File: src/rtl/mem_arbiter_pkg.sv
// Shared types for the SRAM arbiter: FSM state encoding, grant encoding and
// a helper that turns a grant into a one-hot port mask.
package mem_arbiter_pkg;

  typedef enum logic [1:0] {
    ST_IDLE   = 2'd0,
    ST_SETUP  = 2'd1,
    ST_ACCESS = 2'd2,
    ST_HOLD   = 2'd3
  } state_e;

  typedef enum logic {
    GNT_I = 1'b0,
    GNT_D = 1'b1
  } grant_e;

  // bit 0 = fetch port, bit 1 = data port
  function automatic logic [1:0] port_mask(input grant_e g);
    return (g == GNT_I) ? 2'b01 : 2'b10;
  endfunction

endpackage

File: src/rtl/mem_arbiter_if.sv
// CPU-side fetch/data ports and SRAM pins of the arbiter, bundled as one interface.
// slave = arbiter view, master = surrounding cpu/board view.
interface mem_arbiter_if #(
  parameter int ADDR_W = 16,
  parameter int DATA_W = 16
);
  logic              i_req;
  logic [ADDR_W-1:0] i_addr;
  logic [DATA_W-1:0] i_data;
  logic              i_ready;

  logic              d_read;
  logic              d_write;
  logic [ADDR_W-1:0] d_addr;
  logic [DATA_W-1:0] d_wdata;
  logic [DATA_W-1:0] d_rdata;
  logic              d_ready;

  logic [ADDR_W-1:0] mem_addr;
  logic [DATA_W-1:0] mem_wdata;
  logic [DATA_W-1:0] mem_rdata;
  logic              mem_ce;
  logic              mem_oe;
  logic              mem_we;

  modport slave (
    input  i_req, i_addr, d_read, d_write, d_addr, d_wdata, mem_rdata,
    output i_data, i_ready, d_rdata, d_ready,
    output mem_addr, mem_wdata, mem_ce, mem_oe, mem_we
  );

  modport master (
    output i_req, i_addr, d_read, d_write, d_addr, d_wdata, mem_rdata,
    input  i_data, i_ready, d_rdata, d_ready,
    input  mem_addr, mem_wdata, mem_ce, mem_oe, mem_we
  );
endinterface

File: src/rtl/mem_arbiter_pick.sv
// Combinational round-robin picker between the fetch and data ports.
// A port in the exclude mask is treated as not requesting.
module mem_arb_pick
  import mem_arbiter_pkg::*;
(
  input  logic       fetch_req_i,
  input  logic       data_req_i,
  input  grant_e     last_grant_i,
  input  logic [1:0] exclude_i,
  output logic       any_o,
  output grant_e     grant_o
);

  logic fetch_ok;
  logic data_ok;

  assign fetch_ok = fetch_req_i && !exclude_i[0];
  assign data_ok  = data_req_i && !exclude_i[1];
  assign any_o    = fetch_ok || data_ok;

  always_comb begin
    grant_o = GNT_I;
    if (fetch_ok && data_ok) begin
      grant_o = (last_grant_i == GNT_I) ? GNT_D : GNT_I;
    end else if (data_ok) begin
      grant_o = GNT_D;
    end
  end

endmodule

File: src/rtl/mem_arbiter.sv
// Shares one single-port SRAM between instruction fetch and data ports, sequencing
// SETUP / ACCESS (WAIT_CYCLES) / HOLD with registered strobes and a one-cycle ready.
module mem_arbiter
  import mem_arbiter_pkg::*;
#(
  parameter int ADDR_W      = 16,
  parameter int DATA_W      = 16,
  parameter int WAIT_CYCLES = 2
) (
  input  logic          clk,
  input  logic          rst,
  mem_arbiter_if.slave  bus
);

  localparam int CNT_W = (WAIT_CYCLES > 1) ? $clog2(WAIT_CYCLES) : 1;

  state_e            state_q;
  grant_e            gnt_q;
  grant_e            last_gnt_q;
  logic              wr_q;
  logic [CNT_W-1:0]  cnt_q;
  logic [ADDR_W-1:0] addr_q;
  logic [DATA_W-1:0] wdata_q;
  logic              ce_q;
  logic              oe_q;
  logic              we_q;
  logic              i_ready_q;
  logic              d_ready_q;
  logic [DATA_W-1:0] i_data_q;
  logic [DATA_W-1:0] d_rdata_q;

  logic              pick_any;
  grant_e            pick_gnt;
  logic [1:0]        exclude;

  // The port finishing in HOLD still has its request up; keep it out of the pick.
  assign exclude = (state_q == ST_HOLD) ? port_mask(gnt_q) : 2'b00;

  mem_arb_pick u_pick (
    .fetch_req_i  (bus.i_req),
    .data_req_i   (bus.d_read | bus.d_write),
    .last_grant_i (last_gnt_q),
    .exclude_i    (exclude),
    .any_o        (pick_any),
    .grant_o      (pick_gnt)
  );

  always_ff @(posedge clk) begin
    if (rst) begin
      state_q    <= ST_IDLE;
      gnt_q      <= GNT_I;
      last_gnt_q <= GNT_D;
      wr_q       <= 1'b0;
      cnt_q      <= '0;
      addr_q     <= '0;
      wdata_q    <= '0;
      ce_q       <= 1'b0;
      oe_q       <= 1'b0;
      we_q       <= 1'b0;
      i_ready_q  <= 1'b0;
      d_ready_q  <= 1'b0;
      i_data_q   <= '0;
      d_rdata_q  <= '0;
    end else begin
      i_ready_q <= 1'b0;
      d_ready_q <= 1'b0;
      case (state_q)
        ST_IDLE, ST_HOLD: begin
          oe_q <= 1'b0;
          we_q <= 1'b0;
          if (pick_any) begin
            state_q    <= ST_SETUP;
            gnt_q      <= pick_gnt;
            last_gnt_q <= pick_gnt;
            ce_q       <= 1'b1;
            if (pick_gnt == GNT_I) begin
              addr_q <= bus.i_addr;
              wr_q   <= 1'b0;
            end else begin
              addr_q  <= bus.d_addr;
              wdata_q <= bus.d_wdata;
              wr_q    <= bus.d_write;   // read+write together is a write
            end
          end else begin
            state_q <= ST_IDLE;
            ce_q    <= 1'b0;
          end
        end
        ST_SETUP: begin
          state_q <= ST_ACCESS;
          cnt_q   <= CNT_W'(WAIT_CYCLES - 1);
          oe_q    <= ~wr_q;
          we_q    <= wr_q;
        end
        ST_ACCESS: begin
          if (cnt_q == '0) begin
            state_q <= ST_HOLD;
            oe_q    <= 1'b0;
            we_q    <= 1'b0;
            if (gnt_q == GNT_I) begin
              i_ready_q <= 1'b1;
              i_data_q  <= bus.mem_rdata;
            end else begin
              d_ready_q <= 1'b1;
              if (!wr_q) begin
                d_rdata_q <= bus.mem_rdata;
              end
            end
          end else begin
            cnt_q <= cnt_q - 1'b1;
          end
        end
        default: begin
          state_q <= ST_IDLE;
          ce_q    <= 1'b0;
          oe_q    <= 1'b0;
          we_q    <= 1'b0;
        end
      endcase
    end
  end

  assign bus.mem_addr  = addr_q;
  assign bus.mem_wdata = wdata_q;
  assign bus.mem_ce    = ce_q;
  assign bus.mem_oe    = oe_q;
  assign bus.mem_we    = we_q;
  assign bus.i_data    = i_data_q;
  assign bus.i_ready   = i_ready_q;
  assign bus.d_rdata   = d_rdata_q;
  assign bus.d_ready   = d_ready_q;

endmodule

File: src/flat_wrapper.sv
// flat-port wrapper written by rule: the top's interface ports become plain ports
module mem_arbiter_flat import mem_arbiter_pkg::*;
#(
  parameter int ADDR_W      = 16,
  parameter int DATA_W      = 16,
  parameter int WAIT_CYCLES = 2
)
  (clk, rst, bus_i_req, bus_i_addr, bus_d_read, bus_d_write, bus_d_addr, bus_d_wdata, bus_mem_rdata, bus_i_data, bus_i_ready, bus_d_rdata, bus_d_ready, bus_mem_addr, bus_mem_wdata, bus_mem_ce, bus_mem_oe, bus_mem_we);
  mem_arbiter_if #(.ADDR_W(ADDR_W), .DATA_W(DATA_W)) bus_i ();
  input  logic clk;
  input  logic rst;
  input wire logic [$bits(bus_i.i_req)-1:0] bus_i_req;
  input wire logic [$bits(bus_i.i_addr)-1:0] bus_i_addr;
  input wire logic [$bits(bus_i.d_read)-1:0] bus_d_read;
  input wire logic [$bits(bus_i.d_write)-1:0] bus_d_write;
  input wire logic [$bits(bus_i.d_addr)-1:0] bus_d_addr;
  input wire logic [$bits(bus_i.d_wdata)-1:0] bus_d_wdata;
  input wire logic [$bits(bus_i.mem_rdata)-1:0] bus_mem_rdata;
  output wire logic [$bits(bus_i.i_data)-1:0] bus_i_data;
  output wire logic [$bits(bus_i.i_ready)-1:0] bus_i_ready;
  output wire logic [$bits(bus_i.d_rdata)-1:0] bus_d_rdata;
  output wire logic [$bits(bus_i.d_ready)-1:0] bus_d_ready;
  output wire logic [$bits(bus_i.mem_addr)-1:0] bus_mem_addr;
  output wire logic [$bits(bus_i.mem_wdata)-1:0] bus_mem_wdata;
  output wire logic [$bits(bus_i.mem_ce)-1:0] bus_mem_ce;
  output wire logic [$bits(bus_i.mem_oe)-1:0] bus_mem_oe;
  output wire logic [$bits(bus_i.mem_we)-1:0] bus_mem_we;
  assign bus_i.i_req = bus_i_req;
  assign bus_i.i_addr = bus_i_addr;
  assign bus_i.d_read = bus_d_read;
  assign bus_i.d_write = bus_d_write;
  assign bus_i.d_addr = bus_d_addr;
  assign bus_i.d_wdata = bus_d_wdata;
  assign bus_i.mem_rdata = bus_mem_rdata;
  assign bus_i_data = bus_i.i_data;
  assign bus_i_ready = bus_i.i_ready;
  assign bus_d_rdata = bus_i.d_rdata;
  assign bus_d_ready = bus_i.d_ready;
  assign bus_mem_addr = bus_i.mem_addr;
  assign bus_mem_wdata = bus_i.mem_wdata;
  assign bus_mem_ce = bus_i.mem_ce;
  assign bus_mem_oe = bus_i.mem_oe;
  assign bus_mem_we = bus_i.mem_we;
  mem_arbiter #(.ADDR_W(ADDR_W), .DATA_W(DATA_W), .WAIT_CYCLES(WAIT_CYCLES)) u_core (.clk(clk), .rst(rst), .bus(bus_i));
endmodule
File: config.mk
export PLATFORM = sky130hd
export DESIGN_NAME = mem_arbiter_flat
export DESIGN_NICKNAME = d
export VERILOG_FILES = /design/src/rtl/mem_arbiter_pkg.sv /design/src/rtl/mem_arbiter_if.sv /design/src/rtl/mem_arbiter_pick.sv /design/src/rtl/mem_arbiter.sv /design/src/flat_wrapper.sv
export SDC_FILE = /design/constraint.sdc
export NUM_CORES = 1
export LEC_CHECK = 0
export BUFFER_PORTS_ARGS = -buffer_cell sky130_fd_sc_hd__buf_2
export CAP_MARGIN = 20
export CORE_MARGIN = 4
export CORE_UTILIZATION = 46
export DETAILED_ROUTE_END_ITERATION = 6
export GPL_ROUTABILITY_DRIVEN = 0
export PLACE_DENSITY = 0.76
export SLEW_MARGIN = 20
export SYNTH_ARGS = -nofsm -noshare
export SYNTH_HDL_FRONTEND = slang
export SYNTH_SLANG_ARGS = --single-unit
File: constraint.sdc
create_clock -name clk -period 1.7 [get_ports clk]
set_input_delay 0.255 -clock clk [delete_from_list [all_inputs] [get_ports clk]]
set_output_delay 0.255 -clock clk [all_outputs]
set_load 0.005 [all_outputs]
==> flow_metrics.env <==
export IMPL_status="finished clean"
export IMPL_tightest_slew_ns=0.624
export IMPL_drv_slew=0
export IMPL_max_slew_margin=0.583
export IMPL_rows=28
export IMPL_drc_errors=0
export IMPL_stdcell_area_sq_um=3910
export IMPL_synth_edff_count=0
export IMPL_dp_cells=560
export IMPL_yosysMostFrequentCell="nand2_1"
export IMPL_io_buffer_count=137
export IMPL_timing_critical_path_from="u_core.state_q[1]"
export IMPL_yosysWarnings=0
export IMPL_cp_data_arrival_time_ns=1.83
export IMPL_finalSetupTns_ns=0
export IMPL_synth_top_area_cell="dfxtp_1"
export IMPL_p_comb_frac=0.410
export IMPL_synth_xor_area_frac=0
export IMPL_cp_endpoint="u_core.bus.mem_addr[4]"
export IMPL_synthFlopType="dfxtp_1"
export IMPL_synthTopCellsByArea="dfxtp_1 (52%), nand2_1 (15%), a21oi_1 (12%)"
export IMPL_rr_endpoint="u_core.bus.mem_addr[4]"
export IMPL_cts_path_max_buffers=2
export IMPL_yosysTopAreaCellShare=0.518
export IMPL_synth_area_sq_um=2900
export IMPL_path_cells="buf_4 > ha_2 > nand3b_1 > and2_4 > buf_6 > nand2_1 > a311oi_2"
export IMPL_cts_htree_levels=3
export IMPL_finalNetCount=569
export IMPL_clk_pin_slew_worst_paths_ns=0.07
export IMPL_viasPerCell=5.17
export IMPL_cts_hold_buf=0
export IMPL_io_pins=138
export IMPL_grt_pass1_vias=2890
export IMPL_fmax_mhz=637
export IMPL_initial_core_util=0.481
export IMPL_drt_initial_drc_count=75
export IMPL_postSynth_asyncResetShare=0
export IMPL_ir_drop_uv=982
export IMPL_die_w_um=87.4
export IMPL_crit_path_max_incr_delay_ns=0.33
export IMPL_cp_depth=7
export IMPL_finalNonFillerCells=577
export IMPL_seqPwrFrac=0.405
export IMPL_synth_top_family_by_area="simple AND/OR/NAND/NOR gates"
export IMPL_whs_ns=0.145
export IMPL_final_antenna_net_count=0
export IMPL_syn_area_per_cell_sq_um=8.05
export IMPL_synth_commonest_cells="nand2_1 (117), dfxtp_1 (75), a21oi_1 (70)"
export IMPL_switchingPower_mw=2.21
export IMPL_drive_gt1_frac=0.363
export IMPL_period_minus_slack_ns=1.57
export IMPL_layout_area_seq_sq_um=1500
export IMPL_grt_pass1_wl_um=12200
export IMPL_grt_overflow_total=0
export IMPL_worst_path_buf_inv=2
export IMPL_clock_latency_ns=0.34
export IMPL_r2r_cells=7
export IMPL_antenna_found_initial=0
export IMPL_syn_inst=360
export IMPL_finClkSkew_ns=0.00693
export IMPL_synth_area_mux_share=0
export IMPL_cp_max_fo=16
export IMPL_p_int_mw=3.86
export IMPL_ff2ff_setup_slack_ns=0.13
export IMPL_hp_class="primary input to flip-flop"
export IMPL_grt_max_degree=35
export IMPL_p_clk_frac=0.184
export IMPL_cts_sinks=75
export IMPL_ys_types=27
export IMPL_switching_share=0.364
export IMPL_wire_per_inst_um=13.1
export IMPL_crit_family="simple AND/OR/NAND/NOR gates"
export IMPL_cts_made_buffers=9
export IMPL_wirelength_um=7560
export IMPL_min_delay_start="rst"
export IMPL_cts_tree="done"
export IMPL_finalSetupViolCount=0
export IMPL_multi_input_area_sq_um=1300
export IMPL_worstSetupPathType="flip-flop to flip-flop"
export IMPL_n_fill_cell=536
export IMPL_fp_dieH_um=87.4
export IMPL_die_area_sq_um=7630
export IMPL_cp_start_kind="flip-flop"
export IMPL_power_leakage_nw=1.78
export IMPL_final_period_utilization=0.923
export IMPL_cts_root_buf="clkbuf_8"
export IMPL_ys_ff_latch=75
export IMPL_end_kind="flip-flop"
export IMPL_placed_area_sq_um=3670
export IMPL_hpwl_um=5470
export IMPL_grtUsageTotal=0.197
export IMPL_area_growth_syn_to_layout_pct=34.8
export IMPL_r2r_start="u_core.state_q[1]"
export IMPL_first_pass_iters=4
export IMPL_seq_area_frac_synth=0.518
export IMPL_diodes=0
export IMPL_synth_compound_area_frac=0.196
export IMPL_slowest_stage="dfxtp_2"
export IMPL_core_area_sq_um=6030
export IMPL_synthAdderAreaFrac=0.0130
export IMPL_syn_nets=432
export IMPL_rsz0062_at_grt="false"
export IMPL_drv_cap=0
export IMPL_cp_data_required_time_ns=1.96
export IMPL_yosys_area_share_simple=0.223
export IMPL_hold_viol_final=0
export IMPL_power_density_nw_per_um2=1550
export IMPL_vias=2984
worst min-delay path by stage:
stage,endpoint,cells after the start,slack [ns]
after floorplan,u_core.bus.d_rdata[0],2,0.39
after global placement,u_core.bus.d_rdata[10],2,0.44
after detailed placement,u_core.bus.mem_wdata[13],2,0.44
after CTS,u_core.bus.mem_addr[13],2,0.14
after global routing,u_core.bus.mem_addr[13],2,0.15
final,u_core.bus.mem_addr[13],2,0.15
metrics by stage:
stage	setup slack, ns	total power [mW]	utilization
floorplan	0.111	3.88	-
global placement	-0.0611	4.74	0.610
detailed placement	-0.145	4.79	0.610
CTS	0.00521	5.95	0.638
global route	0.00191	6.53	0.648
finish	0.130	6.07	0.648
registers in the layout, indices dropped and copies added, names as in the netlist:
signal and cells:
u_core.cnt_q 1, u_core.gnt_q 1, u_core.bus.i_ready 1, u_core.bus.mem_ce 1
u_core.wr_q 1, u_core.state_q 2, u_core.bus.d_ready 1, u_core.bus.mem_wdata 16
u_core.bus.mem_oe 1, u_core.last_gnt_q 1, u_core.bus.mem_we 1, u_core.bus.mem_addr 16
u_core.bus.d_rdata 16, u_core.bus.i_data 16
cell type report:
| cell class | instances | share of cell area |
|---|---|---|
| inverters | 3 | 0.00288 |
| repair buffers | 154 | 0.215 |
| clock buffers | 13 | 0.0355 |
| flip-flops and latches | 75 | 0.385 |
| well taps | 75 | 0.0240 |
| clock inverters | 3 | 0.00384 |
| multi-input cells | 254 | 0.333 |
logic make-up after synthesis:
group | after synthesis
AOI/OAI and AO/OA | 97
adders and majority gates | 3
buffers and inverters | 31
DFF | 75
and+or+nand+nor | 154
metal layers:
metal / global-route usage / share of wire
met5: 0 / 0
met3: 0.0454 / 0.082
met1: 0.227 / 0.43
met4: 0.0893 / 0.020
met2: 0.345 / 0.47
power by group through the flow:
stage / sequential (mW) / combinational (mW) / clock, mW
2_1_floorplan: 2.48 / 1.40 / 0
3_3_place_gp: 2.47 / 2.27 / 0
6_report: 2.46 / 2.49 / 1.12
4_1_cts: 2.45 / 2.35 / 1.15
3_5_place_dp: 2.48 / 2.31 / 0
5_1_grt: 2.51 / 2.79 / 1.23
layout by cell type, fill, tap and decap left out, types with 3 or more instances in the layout:
master and n:
o21ai_0 3, nand2_1 117, buf_4 14, a211oi_1 3
clkinv_2 3, a311oi_2 3, nor2_1 5, a311oi_1 13
clkbuf_8 9, clkbuf_1 4, nand3_1 20, buf_2 137
dfxtp_1 73, inv_1 3, a21oi_1 69, nand3b_1 3
repair_timing:
action / CTS / global route
gates resized for setup: 3 / 14
buffers inserted: 0 / 1
endpoints found under the hold margin: 0 / 0
endpoints found under the setup margin: 30 / 42
pin swaps: 0 / 1
Power figures use the tool's default switching activity.
